### src/rtl/systolic_array_ctrl.sv
// Sequencer for a weight-stationary ROWS x COLS systolic array: weight load, activation stream, wavefront and drain.
// Optional feature: SA_CTRL_WEIGHT_REUSE_EN adds reuse_weights to skip the weight load phase.
module systolic_array_ctrl #(
  parameter int ROWS        = 4,
  parameter int COLS        = 4,
  parameter int MAX_VECTORS = 16,
  localparam int AW  = $clog2(MAX_VECTORS),
  localparam int NW  = $clog2(MAX_VECTORS + 1),
  localparam int WAW = $clog2(ROWS),
  localparam int DW  = ROWS + COLS - 1
) (
  input  logic            clk,
  input  logic            reset_n,
  input  logic            start,
  input  logic [NW-1:0]   num_vectors,
`ifdef SA_CTRL_WEIGHT_REUSE_EN
  input  logic            reuse_weights,
`endif
  input  logic            hold,
  output logic            busy,
  output logic            done,
  output logic            wt_rd_en,
  output logic [WAW-1:0]  wt_addr,
  output logic [ROWS-1:0] load_weight_row,
  output logic            act_rd_en,
  output logic [AW-1:0]   act_addr,
  output logic [DW-1:0]   valid_diag,
  output logic [COLS-1:0] res_valid,
  output logic [2:0]      dbg_state
);

  localparam int MAXC = (ROWS > MAX_VECTORS) ? ROWS : MAX_VECTORS;
  localparam int CW   = $clog2(MAXC + 1);

  typedef enum logic [2:0] {
    S_IDLE   = 3'd0,
    S_LOAD_W = 3'd1,
    S_STREAM = 3'd2,
    S_DRAIN  = 3'd3,
    S_DONE   = 3'd4
  } state_t;

  state_t          state;
  logic [CW-1:0]   cnt;
  logic [NW-1:0]   n_q;
  logic [DW-1:0]   diag_q;
  logic [COLS-1:0] res_q;

  logic            run;
  logic            stall;
  logic            wt_raw;
  logic            ld_raw;
  logic            act_raw;
  logic            reuse;
  logic [DW-1:0]   nxt_diag;
  logic [COLS-1:0] nxt_res;
  logic [NW-1:0]   n_clamp;

`ifdef SA_CTRL_WEIGHT_REUSE_EN
  assign reuse = reuse_weights;
`else
  assign reuse = 1'b0;
`endif

  // start is a one-shot request taken only in IDLE (no ready/backpressure, never queued);
  // hold stalls the whole sequencer while busy and masks every strobe in that same cycle.
  assign run     = (state == S_LOAD_W) || (state == S_STREAM) || (state == S_DRAIN);
  assign stall   = run & hold;
  assign wt_raw  = (state == S_LOAD_W) && (cnt < CW'(ROWS));
  assign ld_raw  = (state == S_LOAD_W) && (cnt != '0);
  assign act_raw = (state == S_STREAM);
  assign n_clamp = (num_vectors > NW'(MAX_VECTORS)) ? NW'(MAX_VECTORS) : num_vectors;

  // The bottom COLS taps of the diagonal chain feed the result-valid stage.
  assign nxt_diag = {diag_q[DW-2:0], act_raw};
  assign nxt_res  = diag_q[DW-1:ROWS-1];

  assign busy            = run;
  assign done            = (state == S_DONE);
  assign wt_rd_en        = wt_raw & ~stall;
  assign wt_addr         = wt_raw ? cnt[WAW-1:0] : '0;
  assign load_weight_row = (ld_raw && !stall) ? (ROWS'(1) << (cnt - CW'(1))) : '0;
  assign act_rd_en       = act_raw & ~stall;
  assign act_addr        = act_raw ? cnt[AW-1:0] : '0;
  assign valid_diag      = stall ? '0 : diag_q;
  assign res_valid       = stall ? '0 : res_q;
  assign dbg_state       = state;

  always_ff @(posedge clk or negedge reset_n) begin
    if (!reset_n) begin
      state  <= S_IDLE;
      cnt    <= '0;
      n_q    <= '0;
      diag_q <= '0;
      res_q  <= '0;
    end else begin
      if (run && !hold) begin
        diag_q <= nxt_diag;
        res_q  <= nxt_res;
      end
      case (state)
        S_IDLE: begin
          if (start) begin
            if (num_vectors == '0) begin
              state <= S_DONE;
            end else begin
              n_q   <= n_clamp;
              cnt   <= '0;
              state <= reuse ? S_STREAM : S_LOAD_W;
            end
          end
        end
        S_LOAD_W: begin
          if (!hold) begin
            if (cnt == CW'(ROWS)) begin
              cnt   <= '0;
              state <= S_STREAM;
            end else begin
              cnt <= cnt + CW'(1);
            end
          end
        end
        S_STREAM: begin
          if (!hold) begin
            if (cnt + CW'(1) == CW'(n_q)) begin
              cnt   <= '0;
              state <= S_DRAIN;
            end else begin
              cnt <= cnt + CW'(1);
            end
          end
        end
        S_DRAIN: begin
          // Leave once the last result-valid cycle has been shown.
          if (!hold && nxt_diag == '0 && nxt_res == '0) begin
            state <= S_DONE;
          end
        end
        S_DONE: begin
          state <= S_IDLE;
        end
        default: begin
          state <= S_IDLE;
        end
      endcase
    end
  end

endmodule

### config.mk
export PLATFORM = sky130hd
export DESIGN_NAME = systolic_array_ctrl
export DESIGN_NICKNAME = d
export VERILOG_FILES = /design/src/rtl/systolic_array_ctrl.sv
export SDC_FILE = /design/constraint.sdc
export NUM_CORES = 1
export LEC_CHECK = 0
export CAP_MARGIN = 25
export CELL_PAD_IN_SITES_DETAIL_PLACEMENT = 1
export CELL_PAD_IN_SITES_GLOBAL_PLACEMENT = 1
export CORE_MARGIN = 8
export CORE_UTILIZATION = 37
export CTS_CLUSTER_SIZE = 12
export DETAILED_ROUTE_END_ITERATION = 10
export PLACE_DENSITY_LB_ADDON = 0.1
export SYNTH_ARGS = -nofsm -noshare
export SYNTH_HDL_FRONTEND = slang
export SYNTH_SLANG_ARGS = --single-unit
### constraint.sdc
create_clock -name clk -period 2.7 [get_ports clk]
set_clock_uncertainty 0.15 [all_clocks]
set_input_delay 0.27 -clock clk [delete_from_list [all_inputs] [get_ports clk]]
set_output_delay 0.27 -clock clk [all_outputs]
set_load 0.02 [all_outputs]
==> report_table.html <==
<table>
<tr><th>Metric</th><th>Value</th></tr>
<tr><th colspan="2">Global route</th></tr>
<tr><td>Number of global-route vias before repair</td><td>1436</td></tr>
<tr><td>Number of antenna violations at the first check in global routing</td><td>0</td></tr>
<tr><td>Gr usage total</td><td>roughly 14%</td></tr>
<tr><td>Global-route wire length before repair</td><td>just under 7 mm</td></tr>
<tr><td>Largest net degree at the start of global routing</td><td>22</td></tr>
<tr><td>Gr ovfl total</td><td>0</td></tr>
<tr><th colspan="2">Detailed routing</th></tr>
<tr><td>Post-DRT Antenna Nets</td><td>0</td></tr>
<tr><td>DRT Wirelength</td><td>3.99 mm</td></tr>
<tr><td>First-pass iteration count of the detailed router</td><td>4</td></tr>
<tr><td>Ratio of routed vias to standard cells</td><td>5.24</td></tr>
<tr><td>Average detailed-routed wire length per instance</td><td>approximately 16 um</td></tr>
<tr><td>DRC viols</td><td>0</td></tr>
<tr><td>Vias</td><td>around 1300</td></tr>
<tr><td>First-iteration detailed-routing DRC count</td><td>48</td></tr>
<tr><th colspan="2">Logic synthesis</th></tr>
<tr><td>Number of warning messages in the yosys log</td><td>0</td></tr>
<tr><td>Number of nets produced by synthesis</td><td>172</td></tr>
<tr><td>Synthesized area divided by synthesized cell count</td><td>roughly 9.4 sq um</td></tr>
<tr><td>Number of instances in the synthesized netlist</td><td>160</td></tr>
<tr><td>Sequential share of the synthesized area</td><td>approximately a third</td></tr>
<tr><td>Post-synthesis async set-or-reset flop share</td><td>100%</td></tr>
<tr><td>Number of enable-type register cells in the synthesized netlist</td><td>0</td></tr>
<tr><td>Most used DFF post-synth</td><td>sky130_fd_sc_hd__dfrtp_1</td></tr>
<tr><td>Cells taking the most area after synthesis</td><td>sky130_fd_sc_hd__dfrtp_1, sky130_fd_sc_hd__mux2_1, sky130_fd_sc_hd__and2_1, sky130_fd_sc_hd__nor2_1, sky130_fd_sc_hd__ha_1</td></tr>
<tr><td>Cell with the most instances after synthesis</td><td>sky130_fd_sc_hd__dfrtp_1</td></tr>
<tr><td>Yosys top cell by area</td><td>sky130_fd_sc_hd__dfrtp_1</td></tr>
<tr><td>Fraction of post-synthesis cell area in the top cell type by area</td><td>35.1%</td></tr>
<tr><td>Mapped cell area</td><td>0.00150 sq mm</td></tr>
<tr><td>Distinct cell type count of the synthesized netlist</td><td>46</td></tr>
<tr><td>List of most frequent post-synthesis cells</td><td>sky130_fd_sc_hd__dfrtp_1, sky130_fd_sc_hd__nor2_1, sky130_fd_sc_hd__and2_1, sky130_fd_sc_hd__nand2_1</td></tr>
<tr><td>Flop and latch count out of synthesis</td><td>21</td></tr>
<tr><th colspan="2">STA</th></tr>
<tr><td>Number of pins exceeding their max-slew limit in the final report</td><td>0</td></tr>
<tr><td>Maximum clock rate</td><td>between 300 and 400 MHz</td></tr>
<tr><td>Min Clock Period, post-route</td><td>roughly 2.6 ns</td></tr>
<tr><td>Worst hold slack after final layout</td><td>roughly 0.20 ns</td></tr>
<tr><td>Finish-stage setup viols</td><td>0</td></tr>
<tr><td>Tcrit/Tclk final</td><td>between 90% and 100%</td></tr>
<tr><td>Slew margin rel.</td><td>between 50 and 60%</td></tr>
<tr><td>Final hold viol count</td><td>0</td></tr>
<tr><td>Least-Margin Pin Slew</td><td>approximately 0.63 ns</td></tr>
<tr><th colspan="2">Run</th></tr>
<tr><td>Max Cap Viol</td><td>0</td></tr>
<tr><th colspan="2">Worst setup path</th></tr>
<tr><td>Reg2reg path depth</td><td>7</td></tr>
<tr><td>Data required, critical path</td><td>2.28 ns</td></tr>
<tr><td>RR Endpoint</td><td>cnt[4]$_DFFE_PN0P_</td></tr>
<tr><td>Worst setup endpoint</td><td>wt_rd_en</td></tr>
<tr><td>Slack of the worst reg-to-reg path</td><td>~0.26 ns</td></tr>
<tr><td>FF-to-FF Start</td><td>cnt[0]$_DFFE_PN0P_</td></tr>
<tr><td>Crit path DAT</td><td>around 2.2 ns</td></tr>
<tr><td>Critical path launch point</td><td>dbg_state[2]$_DFFE_PN0P_</td></tr>
<tr><td>Maximum fanout along the worst path</td><td>6</td></tr>
<tr><td>Critical Path Source Type</td><td>flip-flop</td></tr>
<tr><td>Critical path type</td><td>reg -&gt; out</td></tr>
<tr><td>Endpoint type of the worst setup path</td><td>output port</td></tr>
<tr><th colspan="2">Cells and area</th></tr>
<tr><td>Count of fill cells added during filler insertion</td><td>about 460</td></tr>
<tr><td>Footprint of the multi-input gates</td><td>between 800 and 900 sq um</td></tr>
<tr><td>Final Core Density</td><td>between 40 and 50%</td></tr>
<tr><td>Layout net count</td><td>between 200 and 250</td></tr>
<tr><td>Proportion of layout cells with a drive suffix above 1</td><td>roughly an eighth</td></tr>
<tr><td>Antenna Diode Count</td><td>0</td></tr>
<tr><td>Area used by sequential logic in the layout</td><td>~530 sq um</td></tr>
<tr><td>Area growth from synthesis to layout</td><td>30.6%</td></tr>
<tr><th colspan="2">Clock network</th></tr>
<tr><td>Number of clock sinks</td><td>21</td></tr>
<tr><td>Maximum number of buffers from clock root to sink</td><td>2</td></tr>
<tr><td>CTS H-Tree Depth</td><td>1</td></tr>
<tr><td>Clock latency reported for the late side of the worst-skew pair</td><td>around 0.26 ns</td></tr>
<tr><td>CTS Buf Count</td><td>3</td></tr>
<tr><td>Buffer cell driving the clock tree root</td><td>sky130_fd_sc_hd__clkbuf_8</td></tr>
<tr><td>Clock edge transition at the registers on the reported setup and hold paths</td><td>around 0.08 ns</td></tr>
<tr><td>Count of buffers added by post-CTS timing repair for setup</td><td>0</td></tr>
<tr><td>Clock tree from TritonCTS</td><td>built</td></tr>
<tr><th colspan="2">Worst hold path</th></tr>
<tr><td>Kind of path behind the tightest hold check</td><td>in -&gt; async</td></tr>
<tr><th colspan="2">Floorplanning</th></tr>
<tr><td>Total number of placement rows</td><td>23</td></tr>
<tr><td>Die ar.</td><td>~0.0063 sq mm</td></tr>
<tr><td>Die H</td><td>approximately 80 um</td></tr>
<tr><td>I/O pin cnt</td><td>37</td></tr>
<tr><td>Die Span X</td><td>around 80 um</td></tr>
<tr><td>Effective utilization at floorplan</td><td>38.0%</td></tr>
<tr><td>Area of the core</td><td>0.00394 sq mm</td></tr>
<tr><th colspan="2">Power</th></tr>
<tr><td>Leakage component of the power</td><td>about 0.89 nW</td></tr>
<tr><td>P per Cell Area</td><td>1170 mW/mm^2</td></tr>
<tr><td>Max IR drop VDD</td><td>around 640 uV</td></tr>
<tr><th colspan="2">Place</th></tr>
<tr><td>Final weighted congestion in routability-driven placement</td><td>around 0.8</td></tr>
<tr><td>Quantity of I/O buffers inserted on ports</td><td>36</td></tr>
<tr><td>Half-perimeter wire length of the detailed placement result</td><td>about 3.3 mm</td></tr>
<tr><th colspan="2">Status</th></tr>
<tr><td>Status</td><td>finished, final reports clean</td></tr>
</table>
## report_power, final
part / total (W) / leakage [nW] / switching, W / internal [W]
logic: 0.00149 / 0.601 / 0.000806 / 0.000681
clock network: 0.000208 / 0.0228 / 0.000103 / 0.000105
registers: 0.000587 / 0.268 / 0.000142 / 0.000445
total: 0.00228 / 0.891 / 0.00105 / 0.00123
## metal layers
| metal | vias to the layer above | routed length, um | track usage, % |
|---|---|---|---|
| li1 | 635 | - | - |
| met1 | 625 | 1760 | 15.8 |
| met2 | 28 | 1930 | 23.3 |
| met3 | 6 | 237 | 3.49 |
| met4 | 0 | 61 | 5.56 |
| met5 | - | 0 | 0 |
## critical path, stage by stage, from the launching register on
cell and delay, ns:
sky130_fd_sc_hd__dfrtp_1 0.44, sky130_fd_sc_hd__or3b_1 0.48, sky130_fd_sc_hd__nor4_2 0.22, sky130_fd_sc_hd__and2_1 0.17
sky130_fd_sc_hd__clkdlybuf4s50_1 0.60
## kinds of logic (layout without fill, tap and decap cells)
group / after synthesis / after routing / share of synthesized area, %
AOI/OAI and AO/OA: 30 / 30 / 16.5
buffers and inverters: 17 / 54 / 7.01
adders and majority gates: 3 / 3 / 2.50
muxes: 11 / 11 / 8.43
and+or+nand+nor: 71 / 71 / 26.4
xor gates and xnor gates: 7 / 7 / 4.09
DFF: 21 / 21 / 35.1
## worst min-delay path by stage
stage | start | to | slack, ns | depth (start not counted)
global placement | res_q[3]$_DFFE_PN0P_ | res_q[3]$_DFFE_PN0P_ | 0.31 | 1
finish | reset_n | diag_q[2]$_DFFE_PN0P_ | 0.20 | 2
detailed placement | res_q[3]$_DFFE_PN0P_ | res_q[3]$_DFFE_PN0P_ | 0.32 | 1
floorplan | reset_n | cnt[0]$_DFFE_PN0P_ | -0.18 | 0
global route | reset_n | diag_q[1]$_DFFE_PN0P_ | 0.22 | 2
CTS | reset_n | diag_q[0]$_DFFE_PN0P_ | 0.20 | 2
## sequential cells by signal (all words and copies together), names as in the netlist
signal	cells
diag_q	6
cnt	5
n_q	5
dbg_state	3
res_q	2
## layout by cell type, fill, tap and decap left out, types with 5 or more instances in the layout
| cell type | instances |
|---|---|
| sky130_fd_sc_hd__dfrtp_1 | 21 |
| sky130_fd_sc_hd__mux2_1 | 7 |
| sky130_fd_sc_hd__clkdlybuf4s50_1 | 30 |
| sky130_fd_sc_hd__a21oi_1 | 6 |
| sky130_fd_sc_hd__nand2b_1 | 5 |
| sky130_fd_sc_hd__and2_1 | 12 |
| sky130_fd_sc_hd__nand2_1 | 10 |
| sky130_fd_sc_hd__inv_1 | 6 |
| sky130_fd_sc_hd__o21ai_1 | 7 |
| sky130_fd_sc_hd__nor2_1 | 16 |
| sky130_fd_sc_hd__buf_4 | 8 |
## repair_timing
action                     4_1_cts  5_1_grt
gates resized for setup          2        5
hold buffers                     0        0
setup endpoints to repair        2        5
hold endpoints to repair         0        0
## metrics by stage
stage	setup WS, ns	instance area (sq um)	setup TNS [ns]	instances	power [W]
finish	0.108	1960	0	247	0.00228
global route	-0.00142	1960	-0.00142	247	0.00248
CTS	0.00763	1940	0	247	0.00232
detailed placement	0.246	1900	0	243	0.00210
global placement	0.286	1900	0	243	0.00203
floorplan	0.314	1500	0	160	0.00156
## cell type report
class | instances | area share, %
Clock buffer | 4 | 2.30
Inverter | 6 | 1.15
Multi-Input combinational cell | 122 | 44.7
Sequential cell | 21 | 26.8
Tap cell | 50 | 3.19
Timing Repair Buffer | 44 | 21.9
Power figures use the tool's default switching activity.
